## config.mk

```make
export PLATFORM = sky130hd
export DESIGN_NAME = vga_sync_decoder
export DESIGN_NICKNAME = d
export VERILOG_FILES = /design/src/rtl/vga_sync_decoder.sv
export SDC_FILE = /design/constraint.sdc
export NUM_CORES = 1
export LEC_CHECK = 0
export BUFFER_PORTS_ARGS = -buffer_cell sky130_fd_sc_hd__buf_4
export CORE_MARGIN = 2
export CORE_UTILIZATION = 33
export DETAILED_ROUTE_END_ITERATION = 8
export PLACE_DENSITY = 0.55
export SLEW_MARGIN = 20
export SYNTH_ARGS = -nofsm -noshare
export SYNTH_HDL_FRONTEND = slang
export SYNTH_SLANG_ARGS = --single-unit
```

## constraint.sdc

```tcl
create_clock -name CLK -period 3.7 [get_ports CLK]
set_clock_uncertainty 0.2 [all_clocks]
set_input_delay 0.185 -clock CLK [delete_from_list [all_inputs] [get_ports CLK]]
set_output_delay 0.185 -clock CLK [all_outputs]
set_load 0.02 [all_outputs]
```

## src/rtl/vga_sync_decoder.sv

```systemverilog
// Receive-side VGA timing decoder: recovers X/Y, DE and line/frame strobes and verifies frame geometry.
// Define VGA_SYNC_DECODER_MEAS_EN to add the MEAS_HTOTAL/MEAS_VTOTAL measurement outputs.
module vga_sync_decoder #(
  parameter int unsigned HDISP       = 640,
  parameter int unsigned VDISP       = 480,
  parameter int unsigned LOCK_FRAMES = 2
) (
  input  logic                     CLK,
  input  logic                     RST,
  input  logic                     VGA_HS,
  input  logic                     VGA_VS,
  input  logic                     VGA_BLANK,
  output logic                     DE,
  output logic [$clog2(HDISP)-1:0] X,
  output logic [$clog2(VDISP)-1:0] Y,
  output logic                     LINE_START,
  output logic                     FRAME_START,
  output logic                     LOCKED,
  output logic                     ERR
`ifdef VGA_SYNC_DECODER_MEAS_EN
  ,
  output logic [15:0]              MEAS_HTOTAL,
  output logic [15:0]              MEAS_VTOTAL
`endif
);

  localparam int unsigned XW = $clog2(HDISP);
  localparam int unsigned YW = $clog2(VDISP);
  localparam int unsigned PW = XW + 1;
  localparam int unsigned LW = YW + 1;

  typedef enum logic [1:0] {SEARCH, ARMED, ACTIVE, CHECK} state_e;

  logic hs_q, vs_q, blank_q, hs_prev_q, vs_prev_q, blank_prev_q;
  logic vs_fall, b_rise, b_fall, hs_fall, start, h_bad, bad_n;

  state_e        state_q, state_d;
  logic [PW-1:0] pix_q, pix_d, pix_idx;
  logic [LW-1:0] line_q, line_d, line_cnt;
  logic          bad_q, bad_d, good_q, good_d;
  logic [3:0]    gcnt_q, gcnt_d;
  logic          de_q, de_d, ls_q, ls_d, fs_q, fs_d, locked_q, locked_d, err_q, err_d;
  logic [XW-1:0] x_q, x_d;
  logic [YW-1:0] y_q, y_d;

  always_comb begin
    vs_fall  = vs_prev_q & ~vs_q;
    hs_fall  = hs_prev_q & ~hs_q;
    b_rise   = blank_q & ~blank_prev_q;
    b_fall   = ~blank_q & blank_prev_q;

    // pix_q is the number of active pixels seen so far in the line, i.e. the index of the next one
    pix_idx  = b_rise ? '0 : pix_q;
    pix_d    = pix_q;
    if (blank_q) pix_d = (pix_idx == '1) ? pix_idx : pix_idx + 1'b1;

    // the line ending on this cycle is counted before any coincident frame boundary
    line_cnt = (b_fall && line_q != '1) ? line_q + 1'b1 : line_q;
    line_d   = vs_fall ? '0 : line_cnt;

    h_bad    = b_fall && (pix_q != PW'(HDISP));
    bad_n    = bad_q | h_bad;
    start    = b_rise && (state_q == ARMED || state_q == CHECK);

    de_d     = blank_q && (state_q == ACTIVE || start) &&
               (pix_idx < PW'(HDISP)) && (line_q < LW'(VDISP));
    x_d      = pix_idx[XW-1:0];
    y_d      = line_q[YW-1:0];
    ls_d     = b_rise && (state_q != SEARCH);
    fs_d     = start;

    state_d  = state_q;
    bad_d    = bad_q;
    good_d   = good_q;
    gcnt_d   = gcnt_q;
    locked_d = locked_q;
    err_d    = 1'b0;

    case (state_q)
      SEARCH: if (vs_fall) state_d = ARMED;
      ARMED: begin
        if (b_rise) begin
          state_d = ACTIVE;
          bad_d   = 1'b0;
        end else if (vs_fall) begin
          state_d = CHECK;
          good_d  = 1'b0;
        end
      end
      ACTIVE: begin
        bad_d = bad_n;
        if (vs_fall) begin
          state_d = CHECK;
          good_d  = !bad_n && (line_cnt == LW'(VDISP));
        end
      end
      CHECK: begin
        if (good_q) begin
          if (gcnt_q != 4'(LOCK_FRAMES)) gcnt_d = gcnt_q + 1'b1;
          locked_d = (gcnt_d == 4'(LOCK_FRAMES));
        end else begin
          err_d    = 1'b1;
          gcnt_d   = '0;
          locked_d = 1'b0;
        end
        bad_d   = 1'b0;
        state_d = b_rise ? ACTIVE : ARMED;
      end
      default: state_d = SEARCH;
    endcase
  end

  always_ff @(posedge CLK or negedge RST) begin
    if (!RST) begin
      hs_q         <= 1'b1;
      vs_q         <= 1'b1;
      blank_q      <= 1'b0;
      hs_prev_q    <= 1'b1;
      vs_prev_q    <= 1'b1;
      blank_prev_q <= 1'b0;
      state_q      <= SEARCH;
      pix_q        <= '0;
      line_q       <= '0;
      bad_q        <= 1'b0;
      good_q       <= 1'b0;
      gcnt_q       <= '0;
      de_q         <= 1'b0;
      x_q          <= '0;
      y_q          <= '0;
      ls_q         <= 1'b0;
      fs_q         <= 1'b0;
      locked_q     <= 1'b0;
      err_q        <= 1'b0;
    end else begin
      hs_q         <= VGA_HS;
      vs_q         <= VGA_VS;
      blank_q      <= VGA_BLANK;
      hs_prev_q    <= hs_q;
      vs_prev_q    <= vs_q;
      blank_prev_q <= blank_q;
      state_q      <= state_d;
      pix_q        <= pix_d;
      line_q       <= line_d;
      bad_q        <= bad_d;
      good_q       <= good_d;
      gcnt_q       <= gcnt_d;
      de_q         <= de_d;
      x_q          <= x_d;
      y_q          <= y_d;
      ls_q         <= ls_d;
      fs_q         <= fs_d;
      locked_q     <= locked_d;
      err_q        <= err_d;
    end
  end

  assign DE          = de_q;
  assign X           = x_q;
  assign Y           = y_q;
  assign LINE_START  = ls_q;
  assign FRAME_START = fs_q;
  assign LOCKED      = locked_q;
  assign ERR         = err_q;

`ifdef VGA_SYNC_DECODER_MEAS_EN
  logic [15:0] hcnt_q, hcnt_d, htot_q, htot_d, vcnt_q, vcnt_d, vtot_q, vtot_d;
  logic        h_seen_q, h_seen_d, v_seen_q, v_seen_d;

  function automatic logic [15:0] sat_inc(input logic [15:0] v);
    return (v == '1) ? v : v + 1'b1;
  endfunction

  // hcnt restarts at 1 on the HS fall so it reads the full period at the next fall
  always_comb begin
    hcnt_d   = sat_inc(hcnt_q);
    htot_d   = htot_q;
    h_seen_d = h_seen_q;
    if (hs_fall) begin
      if (h_seen_q) htot_d = hcnt_q;
      hcnt_d   = 16'd1;
      h_seen_d = 1'b1;
    end
    vcnt_d   = hs_fall ? sat_inc(vcnt_q) : vcnt_q;
    vtot_d   = vtot_q;
    v_seen_d = v_seen_q;
    if (vs_fall) begin
      if (v_seen_q) vtot_d = vcnt_d;
      vcnt_d   = '0;
      v_seen_d = 1'b1;
    end
  end

  always_ff @(posedge CLK or negedge RST) begin
    if (!RST) begin
      hcnt_q   <= '0;
      htot_q   <= '0;
      h_seen_q <= 1'b0;
      vcnt_q   <= '0;
      vtot_q   <= '0;
      v_seen_q <= 1'b0;
    end else begin
      hcnt_q   <= hcnt_d;
      htot_q   <= htot_d;
      h_seen_q <= h_seen_d;
      vcnt_q   <= vcnt_d;
      vtot_q   <= vtot_d;
      v_seen_q <= v_seen_d;
    end
  end

  assign MEAS_HTOTAL = htot_q;
  assign MEAS_VTOTAL = vtot_q;
`else
  logic hs_unused;
  assign hs_unused = hs_fall;
`endif

endmodule
```

# After elaboration in Yosys (flattened, before gate mapping)
# Cells that the tools add are included.
dict set report word_totals {
  reg_bits 57
  inputBits 5
  output_inout_bits 24
  word_cells 82
}
dict set report op_classes {
  add_sub_neg 3
  magnitude_cmp 2
  eq_ne 14
  mux 22
  bitwise_logic 7
  reduce_logical 17
}
# cell count
set ops {}
lappend ops {{two-way mux 11 bit} 2}
lappend ops {{two-way mux 10 bit} 2}
lappend ops {{two-way mux 4 bit} 4}
lappend ops {{adder 11 x 1 -> 11 bit, second input constant} 1}
lappend ops {{equality test 11 bit, second input constant} 1}
lappend ops {{< comparator 11 x 10 -> 1 bit, second input constant} 1}
lappend ops {{inequality test 11 x 10 -> 1 bit, second input constant} 1}
lappend ops {{adder 10 x 1 -> 10 bit, second input constant} 1}
lappend ops {{equality test 10 x 9 -> 1 bit, second input constant} 1}
lappend ops {{< comparator 10 x 9 -> 1 bit, second input constant} 1}
lappend ops {{inequality test 10 bit, second input constant} 1}
lappend ops {{inequality test 2 bit, second input constant} 5}
lappend ops {{logical AND 1 bit} 8}
lappend ops {{two-way mux 2 bit} 4}
lappend ops {{one-hot mux 2 bit (4 select lines)} 1}
lappend ops {{two-way mux 1 bit} 7}
lappend ops {{adder 4 x 1 -> 4 bit, second input constant} 1}
lappend ops {{equality test 2 bit, second input constant} 2}
lappend ops {{equality test 4 x 2 -> 1 bit, second input constant} 1}
lappend ops {{inequality test 4 x 2 -> 1 bit, second input constant} 1}
lappend ops {{AND reduction 4 bit} 1}
lappend ops {{nonzero test 2 bit} 2}
lappend ops {{bitwise AND 1 bit} 3}
lappend ops {{inverter 1 bit} 3}
lappend ops {{other kinds (9)} 10}

# Logic depth before layout (Yosys ltp)
# Gate-level depths: netlist (run 1).
dict set report depth {
  depth_word 8
  depth_mapped 10
  mapped_depth_nobuf 8
}

# Worst setup path before layout (run 1)
# OpenSTA, ideal clock, no wires.
dict set report synth_timing {
  path_kind {register to register}
  from {register blank_q}
  to {register pix_q[1]}
  setup_ns 0.125
  arrival_time_ns 2.187
  t_required_ns 3.375
  path_slack_ns 1.189
  stages_incl_launch_ff 9
  n_path_buf 2
  period_less_slack_ns 2.511
  path_cell_list {dfrtp_1 > buf_4 > nand2b_1 > clkbuf_1 > and2_1 > ha_1 > nand3_1 > o31ai_2 > mux2_2}
}
dict set report synth_via {
  elab_chain_cells 4
  elab_cells_between_ends 5
  classes_between {add/sub: 1; eq/ne: 1; mux: 2; bitwise: 1}
}
# element line
set synth_rtl {}
lappend synth_rtl {{from (decl)} 34} ;# logic hs_q, vs_q, blank_q, hs_prev_q, vs_prev_q, blank_prev_q;
lappend synth_rtl {{from (signal assigned)} 117} ;# blank_q <= 1'b0;
lappend synth_rtl {{from (signal assigned)} 137} ;# blank_q <= VGA_BLANK;
lappend synth_rtl {{bitwise AND 1 bit (*)} 49} ;# b_rise = blank_q & ~blank_prev_q;
lappend synth_rtl {{two-way mux 11 bit (*)} 53} ;# pix_idx = b_rise ? '0 : pix_q;
lappend synth_rtl {{net pix_idx[1]} 38} ;# logic [PW-1:0] pix_q, pix_d, pix_idx;
lappend synth_rtl {{adder 11 x 1 -> 11 bit / equality test 11 bit (equally long branches)} 55} ;# if (blank_q) pix_d = (pix_idx == '1) ? pix_idx : pix_idx + 1'b1;
lappend synth_rtl {{two-way mux 11 bit (*)} 55}
lappend synth_rtl {{to (signal assigned)} 142} ;# pix_q <= pix_d;
lappend synth_rtl {{to (decl)} 38}
# The timed path passes the listed nets; every way through them passes the cells marked *.
# A chain may end at the register's enable or synchronous reset.

# Final worst setup path (run 1)
dict set report layout_timing {
  from {register blank_prev_q}
  to {register pix_q[1]}
}
dict set report layout_via {
  elab_chain_cells 5
  elab_cells_between_ends 6
  classes_between {add/sub: 1; eq/ne: 1; mux: 2; bitwise: 2}
}
# element line
set layout_rtl {}
lappend layout_rtl {{from (decl)} 34}
lappend layout_rtl {{from (signal assigned)} 140} ;# blank_prev_q <= blank_q;
lappend layout_rtl {{inverter 1 bit (*)} 49}
lappend layout_rtl {{bitwise AND 1 bit (*)} 49}
lappend layout_rtl {{two-way mux 11 bit (*)} 53}
lappend layout_rtl {{net pix_idx[0]} 38}
lappend layout_rtl {{adder 11 x 1 -> 11 bit / equality test 11 bit (equally long branches)} 55}
lappend layout_rtl {{two-way mux 11 bit (*)} 55}
# Marks and branches as above.

==> results of run 1 <==
## state kept, by name, summed over array words and instances (netlist names)
| name | flops |
|---|---|
| FRAME_START | 1 |
| DE | 1 |
| LINE_START | 1 |
| good_q | 1 |
| blank_prev_q | 1 |
| vs_prev_q | 1 |
| vs_q | 1 |
| state_q | 2 |
| ERR | 1 |
| pix_q | 11 |
| bad_q | 1 |
| X | 10 |
| gcnt_q | 4 |
| Y | 9 |
| blank_q | 1 |
| line_q | 10 |
| LOCKED | 1 |
## through the flow
stage,setup slack (ns),area (um^2),utilization [%]
after floorplan,1.19,2530,-
after global placement,1.01,2830,38.6
after detailed placement,1.01,2830,38.6
after CTS,0.999,3050,41.6
after global routing,0.800,3050,41.6
final,1.00,3050,41.6
## cell families (layout without fill, tap and decap cells)
group | count (synthesis) | in the layout | share of synthesized area, %
flip-flops | 57 | 57 | 56.4
AO/OA/AOI/OAI | 45 | 45 | 11.9
XOR/XNOR | 10 | 10 | 3.45
multiplexers | 3 | 3 | 1.28
adder cells (fa/ha/maj) | 4 | 4 | 1.97
AND/OR/NAND/NOR | 105 | 105 | 22.9
buffers and inverters | 12 | 51 | 2.07
## layer usage
metal	up-vias	track usage, %
met5	-	0
met4	0	6.06
met3	9	3.78
met2	31	18.2
met1	864	18.0
li1	914	-
## power by group through the flow
stage	clock, mW	sequential [mW]	combinational [mW]
after detailed placement	0	0.765	0.225
after floorplan	0	0.780	0.119
after global placement	0	0.766	0.223
final	0.558	0.757	0.225
after global routing	0.613	0.768	0.248
after CTS	0.575	0.756	0.229
## area by class of cell
| cell class | instances | area (um^2) |
|---|---|---|
| Fill cell | 713 | 4280 |
| Clock buffer | 13 | 149 |
| Multi-Input combinational cell | 167 | 1050 |
| Inverter | 4 | 15.0 |
| Timing Repair Buffer | 31 | 240 |
| Clock inverter | 3 | 40.0 |
| Tap cell | 99 | 124 |
| Sequential cell | 57 | 1430 |
## final timing paths
check                       endpoint  slack, ns  depth (start not counted)
setup / recovery            pix_q[1]       1.00                          6
hold / removal             vs_prev_q       0.17                          0
setup reg to reg            pix_q[1]       1.00                          6
hold reg to reg            vs_prev_q       0.17                          0
max in group asynchronous       Y[0]       2.56                          2
min in group asynchronous   pix_q[1]       0.27                          2
## cell usage after synthesis, drive strengths merged (2+ instances only)
library cell and count:
nor4 4, and3 4, a211oi 2, a21oi 13
nor3b 2, clkbuf 3, nand4 5, dfrtp 55
inv 4, xor2 5, nor2 25, nor2b 6
nand2 16, o31ai 4, a21o 4, xnor2 5
nor4b 3, mux2 2, nor3 7, buf 5
nand3 13, dfstp 2, ha 4, nand2b 3
and2 11, o21ai 11
## worst max-delay path, cell delays in order (launching register included)
cell      delay [ns]
dfrtp_1         0.49
nand2b_1        0.22
and2_1          0.23
ha_1            0.25
nand3_1         0.17
o31ai_2         0.62
mux2_2          0.40
==> flow_summary.json, run 1 <==
{
  "status": "completed",
  "seq_area_frac_synth_pct": 56.4,
  "crit_required_ns": 3.72,
  "totalWireLength_mm": 5.00,
  "dieArea_mm2": 0.00840,
  "cts_buffer_depth": 2,
  "wl_met3_um": 219,
  "drt_iter0_drc": 104,
  "cts-htree-levels": 3,
  "layout_common_cells": "dfrtp_1 (55), buf_4 (28), nor2_1 (25)",
  "finalNonFillerCells": 374,
  "synth_cells": 236,
  "avgSynthCellArea_um2": 10.7,
  "antenna_found_initial": 0,
  "drc_errors": 0,
  "ys_warn_count": 0,
  "cp-startpoint": "blank_prev_q",
  "nNetsFinal": 279,
  "whs_ns": 0.172,
  "cts_made_buffers": 9,
  "syn-num-nets": 245,
  "timing_worst_setup_path_type": "reg -> reg",
  "power_density_mw_per_mm2": 505,
  "finalMaxSlewViolations": 0,
  "hold_viol_final": 0,
  "seq_power_share_pct": 49.2,
  "grt_pass1_vias": 1766,
  "p_leak_nw": 1.40,
  "m1WireLength_mm": 2.52,
  "relSlewSlack_pct": 50.6,
  "start_util_pct": 34.6,
  "cts_sinks": 57,
  "cts_tree": "yes",
  "port_buffers": 27,
  "hold_buffers": 3,
  "switching_power_uw": 420,
  "setup_viol": 0,
  "p_comb_share_pct": 14.6,
  "grtUsageTotal_pct": 12.8,
  "async_flop_share_pct": 100,
  "clk_latency_ns": 0.33,
  "ir_drop_v": 0.000183,
  "hold_path.class": "reg -> reg",
  "drv_cap": 0,
  "layout_commonest_cell": "dfrtp_1",
  "swShare_pct": 27.3,
  "via_per_inst": 4.86,
  "synth-edff-count": 0,
  "synth_top_cell_by_area": "dfrtp_1",
  "finalPower_mw": 1.54,
  "hpwl_mm": 3.33,
  "wl_met2_mm": 2.16,
  "synth_top_area_share_pct": 54.3,
  "clkPwrFrac_pct": 36.2,
  "ys.flop_type": "dfrtp_1",
  "ys_ff_latch": 57,
  "critPathMaxFanout": 9,
  "grt_pass1_wl_mm": 8.39,
  "gp_congestion": 0.770,
  "post_cts_buffers": 0,
  "crit_arrival_ns": 2.72,
  "syn_area_mm2": 0.00253,
  "cts_resized": 0,
  "coreArea_mm2": 0.00733,
  "wl_per_cell_um": 13.4,
  "internal_power_mw": 1.12,
  "rsz0062_at_grt": "false",
  "cts_root_buf": "clkbuf_8",
  "period_minus_slack_ns": 2.70,
  "synth_area_leaders": "dfrtp_1 (54%), nor2_1 (3.7%), a21oi_1 (2.6%), nand3_1 (2.6%), and2_1 (2.5%)",
  "io_pins": 29,
  "dieHeight_um": 91.6,
  "route.antenna.remaining_nets": 0,
  "fin_setup_tns_ns": 0,
  "cp-end-kind": "flip-flop",
  "yosysUniqueCellTypes": 50,
  "drt_pre_antenna_iters": 4,
  "crit-reg2reg-launch": "blank_prev_q",
  "layout-drive-gt1-share_pct": 19.3,
  "num_antenna_cells": 0,
  "dp.cells": 355,
  "top_layer_used": "met4",
  "cts.clk_slew.worst_paths_ns": 0.06,
  "fp-row-count": 31,
  "finalCritPeriodShare_pct": 72.8,
  "min_from": "vs_q",
  "tightest_slew_ns": 0.739,
  "fmax_mhz": 371,
  "vias": 1818,
  "die_w_um": 91.6,
  "grt_remaining_overflow": 0,
  "critPathLaunchType": "flip-flop",
  "syn2layout_area_growth_pct": 20.3,
  "grt_max_degree": 58
}
Power figures use the tool's default switching activity.
==> inputs of run 2 (changes only) <==
==> constraint.sdc (replaced) <==
create_clock -name CLK -period 2.8 [get_ports CLK]
set_clock_uncertainty 0.2 [all_clocks]
set_input_delay 0.14 -clock CLK [delete_from_list [all_inputs] [get_ports CLK]]
set_output_delay 0.14 -clock CLK [all_outputs]
set_load 0.02 [all_outputs]
==> run 2 against run 1 <==
  * Clock-buffer cell count increased by 1
  * Cell count increased by 1.6%
  * Utilization increased by 0.87 points
  * Non-clock buffer count increased by 6
  * Global-route usage increased by 0.39 points
  * Sequential cell count unchanged
  * Fmax increased by 13%
  * Critical path depth increased by 1
  * Register-to-register slack got worse by 0.59 ns
  * Sequential share of layout area decreased by 0.96 points
  * First-iteration DRC count decreased by 8.7%
  * Critical path type unchanged
==> flow_summary.json, run 2 (synthesized netlist as in run 1, its figures left out) <==
{
  "seq_power_share_pct": 47.6,
  "layout_commonest_cell": "dfrtp_1",
  "fp-row-count": 31,
  "switching_power_uw": 560,
  "critPathMaxFanout": 6,
  "cts_sinks": 57,
  "cts_buffer_depth": 2,
  "rsz0062_at_grt": "false",
  "reg2regPathDepth": 7,
  "internal_power_mw": 1.53,
  "crit-reg2reg-launch": "blank_q",
  "crit_arrival_ns": 2.41,
  "finalCritPeriodShare_pct": 85.2,
  "layout-drive-gt1-share_pct": 21.4,
  "cts-htree-levels": 3,
  "layout_common_cells": "dfrtp_1 (55), buf_4 (34), nor2_1 (25)",
  "wl_per_cell_um": 13.4,
  "largest-register": "pix_q",
  "hold_buffers": 3,
  "totalWireLength_mm": 5.09,
  "p_leak_nw": 1.44,
  "hold_viol_final": 0,
  "dieHeight_um": 91.6,
  "status": "completed",
  "cts_resized": 0,
  "largest_reg_flops": 11,
  "cts_tree": "yes",
  "swShare_pct": 26.7,
  "coreArea_mm2": 0.00733,
  "grt_remaining_overflow": 0,
  "hold_path.class": "reg -> reg",
  "drt_pre_antenna_iters": 4,
  "gp_congestion": 0.825,
  "fmax_mhz": 419,
  "io_pins": 29,
  "placed_area_mm2": 0.00288,
  "vias": 1900,
  "timing_worst_setup_path_type": "reg -> reg",
  "die_w_um": 91.6,
  "fin_util_pct": 42.5,
  "p_comb_share_pct": 14.7,
  "post_cts_buffers": 0,
  "power_density_mw_per_mm2": 672,
  "period_minus_slack_ns": 2.39,
  "grtUsageTotal_pct": 13.2,
  "whs_ns": 0.175,
  "port_buffers": 27,
  "route.antenna.remaining_nets": 0,
  "drt_iter0_drc": 95,
  "syn2layout_area_growth_pct": 22.9,
  "crit_required_ns": 2.82,
  "clkPwrFrac_pct": 37.7,
  "critPathLaunchType": "flip-flop",
  "hpwl_mm": 3.50,
  "setup_viol": 0,
  "relSlewSlack_pct": 52.7,
  "reg2reg_to": "pix_q[1]",
  "r2r_slack_ns": 0.41,
  "min_to": "vs_prev_q",
  "antenna_found_initial": 0,
  "min_from": "vs_q",
  "cts_made_buffers": 9,
  "start_util_pct": 34.6,
  "grt_pass1_wl_mm": 8.76,
  "cp-end-kind": "flip-flop",
  "finalMaxSlewViolations": 0,
  "finalPower_mw": 2.09,
  "design_area_mm2": 0.00311,
  "cts.clk_slew.worst_paths_ns": 0.06,
  "ir_drop_v": 0.000329,
  "min_path_cells": 0,
  "cts_root_buf": "clkbuf_8",
  "fin_setup_tns_ns": 0,
  "grt_pass1_vias": 1802,
  "clk_latency_ns": 0.34,
  "drc_errors": 0,
  "drv_cap": 0,
  "dieArea_mm2": 0.00840,
  "num_antenna_cells": 0,
  "nNetsFinal": 285,
  "via_per_inst": 5.00,
  "tightest_slew_ns": 0.710,
  "grt_max_degree": 58
}
run 2: cell count changes in the layout (fill, tap and decap cells not counted), sizes merged:
cell | previous run | this run
buf | 28 | 34
clkbuf | 13 | 14
clkinv | 2 | 1
run 2: worst max-delay path: stages, from the launching register on:
cell	delay, ns
dfrtp_1	0.38
nand2b_1	0.18
and2_1	0.25
ha_1	0.25
nand3_1	0.16
o31ai_2	0.32
buf_4	0.19
mux2_2	0.32
run 2: cell type report:
type	instances	area (um^2)
tap	99	124
timing repair buffer	37	285
fill	721	4220
clock buffer	14	173
multi-input combinational	167	1050
inverter	4	15.0
clock inverter	2	35.0
sequential	57	1430
run 2: per-layer routing:
metal,share of wire [%],vias to the layer above,GRT usage [%],routed length [um]
met5,0,-,0,0
met4,2.2,0,7.20,114
met3,5.1,9,3.70,260
met2,42,43,17.8,2160
met1,50,922,19.1,2560
li1,-,926,-,-
run 2: metrics by stage:
step / instances / setup WS, ns
global placement: 361 / 0.423
finish: 380 / 0.413
CTS: 380 / 0.397
floorplan: 236 / 0.289
global route: 380 / 0.240
detailed placement: 361 / 0.421
run 2: worst max path at each step:
stage / from / end / slack [ns] / cells past startpoint
global placement: pix_q[5] / good_q / 0.42 / 5
CTS: blank_q / pix_q[1] / 0.40 / 7
finish: blank_q / pix_q[1] / 0.41 / 7
floorplan: blank_q / pix_q[1] / 0.29 / 8
global route: blank_q / good_q / 0.24 / 6
detailed placement: blank_q / pix_q[1] / 0.42 / 7
run 2: power groups by stage:
| stage | Clock, mW | Sequential (mW) | Combinational [mW] |
|---|---|---|---|
| 4_1_cts | 0.810 | 0.997 | 0.314 |
| 2_1_floorplan | 0 | 1.03 | 0.157 |
| 3_5_place_dp | 0 | 1.01 | 0.309 |
| 3_3_place_gp | 0 | 1.01 | 0.305 |
| 6_report | 0.788 | 0.996 | 0.308 |
| 5_1_grt | 0.853 | 1.01 | 0.349 |
